==> config.mk <==
export PLATFORM = sky130hd
export DESIGN_NAME = apb_arbiter
export DESIGN_NICKNAME = d
export VERILOG_FILES = /design/src/rtl/apb_arbiter.sv
export SDC_FILE = /design/constraint.sdc
export NUM_CORES = 1
export LEC_CHECK = 0
export CORE_UTILIZATION = 42
export CTS_BUF_LIST = sky130_fd_sc_hd__clkbuf_8
export DETAILED_ROUTE_END_ITERATION = 12
export PLACE_DENSITY = 0.93
export SLEW_MARGIN = 20
export SYNTH_ARGS = -nofsm -noshare
export SYNTH_HDL_FRONTEND = slang
export SYNTH_SLANG_ARGS = --single-unit
export TNS_END_PERCENT = 5
==> constraint.sdc <==
create_clock -name PCLK -period 7.8 [get_ports PCLK]
set_input_delay 0.78 -clock PCLK [delete_from_list [all_inputs] [get_ports PCLK]]
set_output_delay 0.78 -clock PCLK [all_outputs]
set_load 0.01 [all_outputs]
==> src/rtl/apb_arbiter.sv <==
// Round-robin arbiter sharing one APB master port among NUM_REQ requesters.
// Ports: PCLK/PRESET; per-requester req_* command in, req_ready/rsp_* out; APB master P*.
module apb_arbiter #(
    parameter int NUM_REQ = 2,
    parameter int ADDR_W  = 32,
    parameter int DATA_W  = 32,
    parameter int TIMEOUT = 16
) (
    input  logic                      PCLK,
    input  logic                      PRESET,
    input  logic [NUM_REQ-1:0]        req_valid,
    input  logic [NUM_REQ-1:0]        req_write,
    input  logic [NUM_REQ*ADDR_W-1:0] req_addr,
    input  logic [NUM_REQ*DATA_W-1:0] req_wdata,
    output logic [NUM_REQ-1:0]        req_ready,
    output logic [NUM_REQ-1:0]        rsp_valid,
    output logic [DATA_W-1:0]         rsp_rdata,
    output logic                      rsp_err,
    output logic                      PSEL,
    output logic                      PENABLE,
    output logic                      PWRITE,
    output logic [ADDR_W-1:0]         PADDR,
    output logic [DATA_W-1:0]         PWDATA,
    input  logic [DATA_W-1:0]         PRDATA,
    input  logic                      PREADY,
    input  logic                      PSLVERR
);

    localparam int GW = (NUM_REQ > 1) ? $clog2(NUM_REQ) : 1;
    localparam int CW = (TIMEOUT > 0) ? $clog2(TIMEOUT + 1) : 1;
    localparam logic [CW-1:0] TLIM = (TIMEOUT > 0) ? CW'(TIMEOUT - 1) : CW'(0);
    localparam logic [NUM_REQ-1:0] ONE = {{(NUM_REQ-1){1'b0}}, 1'b1};

    localparam logic [1:0] IDLE   = 2'd0;
    localparam logic [1:0] SETUP  = 2'd1;
    localparam logic [1:0] ACCESS = 2'd2;

    logic [1:0]    state;
    logic [1:0]    nxt;
    logic [GW-1:0] last_grant;
    logic [GW-1:0] win;
    logic          found;
    logic [CW-1:0] wcnt;
    logic          timeout_hit;
    logic          done;
    logic          arb;

    // Rotating priority: search starts just after the previous winner.
    always_comb begin
        int idx;
        logic [GW-1:0] j;
        found = 1'b0;
        win   = '0;
        idx   = 0;
        j     = '0;
        for (int i = 1; i <= NUM_REQ; i++) begin
            idx = int'(last_grant) + i;
            if (idx >= NUM_REQ) idx = idx - NUM_REQ;
            j = GW'(idx);
            if (!found && req_valid[j]) begin
                found = 1'b1;
                win   = j;
            end
        end
    end

    // wcnt holds the number of earlier wait cycles, so the T-th stalled
    // ACCESS cycle is the one that completes.
    assign timeout_hit = (TIMEOUT != 0) && (state == ACCESS) && !PREADY
                         && (wcnt >= TLIM);
    assign done = (state == ACCESS) && (PREADY || timeout_hit);
    assign arb  = !PRESET && found && ((state == IDLE) || done);

    assign req_ready = arb ? (ONE << win) : '0;
    assign PSEL      = (state == SETUP) || (state == ACCESS);
    assign PENABLE   = (state == ACCESS);

    always_comb begin
        nxt = state;
        case (state)
            IDLE:    nxt = arb ? SETUP : IDLE;
            SETUP:   nxt = ACCESS;
            ACCESS:  if (done) nxt = arb ? SETUP : IDLE;
            default: nxt = IDLE;
        endcase
    end

    always_ff @(posedge PCLK or posedge PRESET) begin
        if (PRESET) begin
            state      <= IDLE;
            last_grant <= GW'(NUM_REQ - 1);
            PWRITE     <= 1'b0;
            PADDR      <= '0;
            PWDATA     <= '0;
            wcnt       <= '0;
            rsp_valid  <= '0;
            rsp_rdata  <= '0;
            rsp_err    <= 1'b0;
        end else begin
            state     <= nxt;
            rsp_valid <= '0;
            if (arb) begin
                last_grant <= win;
                PWRITE     <= req_write[win];
                PADDR      <= req_addr[int'(win)*ADDR_W +: ADDR_W];
                PWDATA     <= req_wdata[int'(win)*DATA_W +: DATA_W];
            end
            if (state == SETUP)
                wcnt <= '0;
            else if (state == ACCESS && !PREADY && wcnt != '1)
                wcnt <= wcnt + CW'(1);
            // last_grant still names the owner of the completing transfer.
            if (done) begin
                rsp_valid <= ONE << last_grant;
                rsp_err   <= PSLVERR || timeout_hit;
                rsp_rdata <= (timeout_hit || PWRITE) ? '0 : PRDATA;
            end
        end
    end

endmodule

==> results of run 1 <==
==> per-stage QoR <==
| step | util | hold WS (ns) | total power, mW | area, um2 | cells |
|---|---|---|---|---|---|
| 2_1_floorplan | - | 0.484 | 1.49 | 4580 | 351 |
| 3_3_place_gp | 0.702 | 0.489 | 2.11 | 7350 | 734 |
| 3_5_place_dp | 0.702 | 0.494 | 2.17 | 7350 | 734 |
| 4_1_cts | 0.720 | 0.520 | 2.50 | 7530 | 750 |
| 5_1_grt | 0.721 | 0.533 | 2.62 | 7540 | 750 |
| 6_report | 0.721 | 0.515 | 2.49 | 7540 | 750 |
==> worst min-delay path by stage <==
stage	from	endpoint	slack, ns	cells past startpoint
after floorplan	last_grant$_DFFE_PP1N_	rsp_valid[0]$_DFF_PP0_	0.48	1
after global placement	rsp_rdata[22]$_DFFE_PP0N_	rsp_rdata[22]$_DFFE_PP0N_	0.49	1
after detailed placement	rsp_rdata[10]$_DFFE_PP0N_	rsp_rdata[10]$_DFFE_PP0N_	0.49	1
after CTS	rsp_rdata[10]$_DFFE_PP0N_	rsp_rdata[10]$_DFFE_PP0N_	0.52	1
after global routing	rsp_rdata[23]$_DFFE_PP0N_	rsp_rdata[23]$_DFFE_PP0N_	0.53	1
final	rsp_rdata[29]$_DFFE_PP0N_	rsp_rdata[29]$_DFFE_PP0N_	0.52	1
==> power groups by stage <==
stage | logic (mW) | clock network (mW) | registers (mW)
floorplan | 0.468 | 0 | 1.03
global placement | 1.19 | 0 | 0.922
detailed placement | 1.23 | 0 | 0.939
CTS | 1.24 | 0.331 | 0.933
global route | 1.31 | 0.349 | 0.962
finish | 1.23 | 0.324 | 0.936
==> routing by layer <==
metal  vias to the layer above  share of wire  GRT usage
li1                       1838              -          -
met2                       209           0.50      0.427
met5                         -              0          0
met1                      2108           0.39      0.317
met3                        53          0.067     0.0515
met4                         0          0.045      0.147
==> layout make-up <==
| type | instances | area, um2 | share of cell area |
|---|---|---|---|
| inverter | 5 | 21.3 | 0.00282 |
| sequential | 108 | 2700 | 0.359 |
| clock buffer | 9 | 124 | 0.0164 |
| timing repair buffer | 274 | 2740 | 0.363 |
| tap | 136 | 170 | 0.0226 |
| multi-input combinational | 211 | 1720 | 0.229 |
| clock inverter | 7 | 60.1 | 0.00797 |
==> cell usage in the layout, fill, tap and decap left out <==
master / synthesis / final
mux2i_1: 2 / 2
ha_1: 7 / 7
clkdlybuf4s50_1: 0 / 271
nor2_4: 0 / 1
a31oi_1: 1 / 1
clkbuf_8: 0 / 9
nor4_4: 1 / 1
and3_1: 3 / 3
clkinvlp_4: 0 / 1
nand2_2: 1 / 2
a22o_1: 32 / 32
and4_4: 1 / 1
nor2_1: 13 / 12
o2111a_2: 0 / 1
inv_4: 0 / 1
nand2_1: 5 / 4
o21bai_1: 1 / 1
nor3_1: 1 / 1
inv_1: 5 / 6
nor2b_1: 65 / 65
xor2_1: 2 / 2
nand2b_1: 1 / 1
nor3b_2: 1 / 1
clkinv_2: 0 / 3
dfrtp_1: 107 / 107
a21oi_1: 2 / 2
nand4_2: 1 / 1
nand4_1: 1 / 1
mux2_2: 1 / 1
buf_4: 1 / 3
a211oi_4: 0 / 1
a211oi_1: 1 / 1
a221o_1: 65 / 65
dfstp_2: 1 / 1
xnor2_1: 1 / 1
bufinv_16: 0 / 1
==> synthesized netlist by cell type, types with 2 or more instances <==
library cell  instances  share of area
mux2i_1               2         0.0044
a221o_1              65           0.14
clkbuf_1             12         0.0098
buf_2                 9         0.0098
inv_1                 5         0.0041
a22o_1               32          0.061
xor2_1                2         0.0038
buf_6                 5          0.012
nand2_1               5         0.0041
dfrtp_1             107           0.58
and3_1                3         0.0041
nor2_1               13          0.011
a21oi_1               2         0.0022
ha_1                  7          0.019
nor2b_1              65          0.089
==> logic make-up after synthesis <==
logic type / Yosys count / share of synthesized area
simple gates: 94 / 0.125
flops: 108 / 0.590
compound gates: 104 / 0.215
xor+xnor: 3 / 0.00574
mux: 3 / 0.00683
fa+ha+maj: 7 / 0.0191
buf+inv: 32 / 0.0377
==> sequential cells by signal, indices dropped and copies added, names as in the netlist <==
signal,flops
rsp_rdata,32
rsp_err,1
PADDR,32
last_grant,1
wcnt,5
state,2
PWDATA,32
PWRITE,1
rsp_valid,2
==> impl_results.md, run 1 <==
- Outcome: finished, final reports clean
- Vias: 4208
- Post-Place Worst Slack: 4.01 ns
- FP Rows: 37
- Placed wire-length estimate: 10800 um
- Yosys warns: 0
- Largest net degree at the start of global routing: 67
- VDD IR max: 226 uV
- Final period utilization: 0.496
- Net Switching: 0.813 mW
- WL/cell: 19.8 um
- Root Driver: clkbuf_8
- Setup ws final: 3.93 ns
- Gr ovfl total: 0
- Gp weighted congestion: 0.845
- Leak: 3.22 nW
- CTS max path bufs: 2
- Max-cap violations: 0
- Worst r2r path cells: 8
- First-pass GRT wire length: 22500 um
- Max Slew Vio Count: 0
- Clock Latency Late Sink: 0.36 ns
- Vias per cell: 5.61
- Power Dens Cells: 330 nW/um2
- WP data required: 7.02 ns
- CTS tree: built
- Diode count: 0
- Die Ht: 106 um
- HP Class: reg2reg
- Fin Setup TNS: 0 ns
- Top Family by Delay on Critical Path: simple AND/OR/NAND/NOR gates
- Post_cts resized: 0
- Reg-to-Reg Start: wcnt[0]$_DFFE_PP0P_
- Vias in the first global route: 4365
- CP Capture Point: req_ready[1]
- Max Clk Rate: 0.258 GHz
- Starting Density: 0.438
- H-tree depth: 3
- Seq/Total Area, Yosys: 0.590
- Post-Synthesis Cells: 351
- TritonCTS buffer count: 9
- Post-route ant nets: 0
- Int Power: 1.67 mW
- Clk pwr share: 0.130
- Overall routing resource usage: 0.259
- Number of setup buffers added after CTS: 0
- Ports: 272
- Cell Chain, Critical Path: ha_1 > and3_1 > ha_1 > nor4_4 > nand2_2 > and4_4 > clkdlybuf4s50_1
- CP most frequent cell: ha_1
- Hold_buf cts: 0
- Distinct cells, synth: 32
- Drt drc: 0
- Crit path depth: 7
- RSZ-0062 raised after global routing: no
- Total routed wirelength: 14800 um
- Crit path max fanout: 66
- Mapped Avg Cell Area: 13.1 um2
- Post-synth EDFFs: 0
- Worst Tran Pin Value: 0.792 ns
- Total iterations of the first detailed-routing run: 5
- Clock Sinks: 108
- Fillers: 710
- CP arrival: 3.09 ns
- CTS clk-pin slew, worst paths: 0.09 ns
- Hold violation count in the final report: 0
- Crit end category: output pin
- Top FF cell, synth: dfrtp_1
- P&R area growth vs syn: 64.5%
- Final setup violation count: 0
- Crit path time final: 3.87 ns
- Port bufs: 271
- RR Endpoint: PADDR[6]$_DFFE_PP0N_
- Post-route clock skew: 0.0124 ns
- Net count after synthesis: 526
- Die footprint: 11300 um2
- Comb pwr share: 0.493
- Type of origin of the critical path: register
- Core Area: 10500 um2
- CP max stage delay: 0.72 ns
- Switching part of the total: 0.327
- CP max-delay cell: and4_4
- Chip width: 106 um
- Sequential power share: 0.376
- Reg2Reg Setup Slack: 4.78 ns
- Buffers & Inverters on Critical Path: 1
- DR iter-0 viols: 317
- Ratio of cells with drive above 1 in the final layout: 0.0472
- Asr flop ratio synth: 1.00
- Initial antenna violation count: 0
- Crit path kind: reg2out
- Worst relative slew slack: 0.472
- Fin nets: 784
- Mapped Area: 4580 um2
- Seq cells post-synth: 108
- CP Launch Point: wcnt[0]$_DFFE_PP0P_
(Power assumes the default switching activity.)
==> run 2: changes to the inputs <==
--- a/config.mk
+++ b/config.mk
@@ -5,10 +5,10 @@
 export SDC_FILE = /design/constraint.sdc
 export NUM_CORES = 1
 export LEC_CHECK = 0
-export CORE_UTILIZATION = 42
+export CORE_UTILIZATION = 35
 export CTS_BUF_LIST = sky130_fd_sc_hd__clkbuf_8
 export DETAILED_ROUTE_END_ITERATION = 12
-export PLACE_DENSITY = 0.93
+export PLACE_DENSITY = 0.84
 export SLEW_MARGIN = 20
 export SYNTH_ARGS = -nofsm -noshare
 export SYNTH_HDL_FRONTEND = slang
==> constraint.sdc (replaced) <==
create_clock -name PCLK -period 3.2 [get_ports PCLK]
set_input_delay 0.32 -clock PCLK [delete_from_list [all_inputs] [get_ports PCLK]]
set_output_delay 0.32 -clock PCLK [all_outputs]
set_load 0.01 [all_outputs]
==> run 2 against run 1 <==
Critical path depth unchanged. Combinational power up 140%. Design area up 1.1%. Non-clock buffer count up 5. Critical path type unchanged. Highest routed layer unchanged. Clock-buffer cell count up 2. Utilization down 12 points.
==> impl_results.md, run 2 (synthesized netlist as in run 1, its figures left out) <==
- Core Area: 12700 um2 (+21%)
- Total iterations of the first detailed-routing run: 7 (+2)
- Drt drc: 0 (unchanged)
- Ports: 272 (unchanged)
- Placed wire-length estimate: 11000 um (+2.0%)
- CP most frequent cell: ha_1
- Die Ht: 116 um (+9.4%)
- VDD IR max: 389 uV (+72%)
- Root Driver: clkbuf_8
- Port bufs: 271 (unchanged)
- Cell Chain, Critical Path: ha_1 > and3_1 > ha_1 > nor4_4 > nand2_2 > and4_4 > clkdlybuf4s50_1
- FP Rows: 41 (+11%)
- Hold violation count in the final report: 0 (unchanged)
- Met3 GRT Util: 0.0493 (-0.00220)
- Total routed wirelength: 14900 um (+0.32%)
- Vias: 4110 (-2.3%)
- CTS max path bufs: 2 (unchanged)
- Power Dens Cells: 793 nW/um2 (+140%)
- Final period utilization: 0.936
- Crit end category: output pin
- Ratio of cells with drive above 1 in the final layout: 0.0533 (+0.00608)
- P&R area growth vs syn: 66.4%
- Gp weighted congestion: 0.764 (-9.6%)
- Final setup violation count: 0 (unchanged)
- Fillers: 1051 (+48%)
- TritonCTS buffer count: 9 (unchanged)
- Largest net degree at the start of global routing: 66 (-1.5%)
- Crit path max fanout: 24 (-64%)
- Post-route clock skew: 0.0162 ns (+0.00382 ns)
- Chip width: 116 um (+9.4%)
- Most common cell after layout, fill and taps aside: clkdlybuf4s50_1
- DR iter-0 viols: 260 (-18%)
- Met2 GRT Util: 0.363 (-0.0643)
- WP data required: 2.88 ns (-4.14 ns)
- Starting Density: 0.362 (-0.0763)
- Fin Setup TNS: 0 ns (unchanged)
- Number of setup buffers added after CTS: 0 (unchanged)
- Most frequent cells in the layout: clkdlybuf4s50_1 (271), dfrtp_1 (107), nor2b_1 (65), a221o_1 (65), a22o_1 (32)
- Type of origin of the critical path: register
- RSZ-0062 raised after global routing: no
- Max Slew Vio Count: 0 (unchanged)
- CP max-delay cell: clkdlybuf4s50_1
- Die footprint: 13600 um2 (+20%)
- Fin nets: 789 (+0.64%)
- Clock Latency Late Sink: 0.36 ns (about the same)
- Register area: 2700 um2 (unchanged)
- GR peak layer: met2
- CTS clk-pin slew, worst paths: 0.10 ns (about the same)
- Biggest regs: PADDR: 32 flops, PWDATA: 32 flops, rsp_rdata: 32 flops
- Worst Tran Pin Value: 0.566 ns (-0.226 ns)
- H-tree depth: 3 (unchanged)
- WL/cell: 18.8 um (-4.9%)
- Worst relative slew slack: 0.623 (+0.150)
- CTS tree: built
- HP Class: in2async
- Crit path kind: reg2out
- Clock Sinks: 108 (unchanged)
- Vias in the first global route: 4208 (-3.6%)
- CP max stage delay: 0.52 ns (-0.20 ns)
- Outcome: finished, final reports clean
- Diode count: 0 (unchanged)
- Overall routing resource usage: 0.209 (-0.0498)
- Crit path time final: 2.99 ns
- Max-cap violations: 0 (unchanged)
- Area of the multi-input gates: 1720 um2 (-0.43%)
- Design Power: 6.05 mW (+140%)
- CP arrival: 2.67 ns (-0.42 ns)
- Initial antenna violation count: 0 (unchanged)
- Routing usage on met1: 0.240 (-0.0765)
- Max Clk Rate: 0.334 GHz
- Gr ovfl total: 0 (unchanged)
- Vias per cell: 5.20 (-7.4%)
- Leak: 3.24 nW (+0.78%)
- Post-route ant nets: 0 (unchanged)
- First-pass GRT wire length: 21400 um (-5.0%)
run 2: area by class of cell:
cell class	count	share of cell area
clock buffer	11	0.0199
clock inverter	5	0.00378
sequential	108	0.355
inverter	5	0.00279
timing repair buffer	279	0.365
tap	172	0.0282
multi-input combinational	211	0.225
run 2: repair_timing:
action | CTS | global route
hold buffers | 0 | 0
endpoints found under the setup margin | 0 | 1
resized for setup | 0 | 0
run 2: per-stage QoR:
stage	util	worst slack [ns]	hold slack (ns)	instances	cell area [um2]
detailed placement	0.587	0.427	0.491	775	7440
CTS	0.602	0.0541	0.426	791	7620
finish	0.602	0.205	0.434	791	7620
global placement	0.587	0.543	0.489	775	7440
floorplan	-	0.0361	0.450	351	4580
global route	0.602	0.0750	0.471	791	7620
run 2: worst paths after layout:
check                                          start                        end  slack (ns)  depth (start not counted)
hold reg to reg            rsp_rdata[15]$_DFFE_PP0N_  rsp_rdata[15]$_DFFE_PP0N_        0.51                          1
hold / removal                                PRESET      PWDATA[7]$_DFFE_PP0N_        0.43                          2
setup / recovery                 wcnt[0]$_DFFE_PP0P_               req_ready[1]        0.21                          7
setup reg to reg                 wcnt[0]$_DFFE_PP0P_      PWDATA[2]$_DFFE_PP0N_        0.52                          8
min in group PCLK          rsp_rdata[15]$_DFFE_PP0N_  rsp_rdata[15]$_DFFE_PP0N_        0.51                          1
max in group asynchronous                     PRESET     last_grant$_DFFE_PP1N_        2.00                          3
run 2: metal layers:
metal / up-vias / wire length (um)
met5: - / 0
met1: 2033 / 5600
met4: 0 / 541
li1: 1849 / -
met2: 192 / 7600
met3: 36 / 1150
run 2: power by group:
group          total (mW)  internal, mW  switching, mW
combinational        2.99          1.80           1.19
sequential           2.29          1.94          0.345
clock               0.768         0.321          0.447
run 2: critical path: cells and delay by family (launching register included):
kind                     cells  cell delay, ns
AND/OR/NAND/NOR              4            0.88
flip-flops                   1            0.44
adder cells (fa/ha/maj)      2            0.46
buffers and inverters        1            0.52
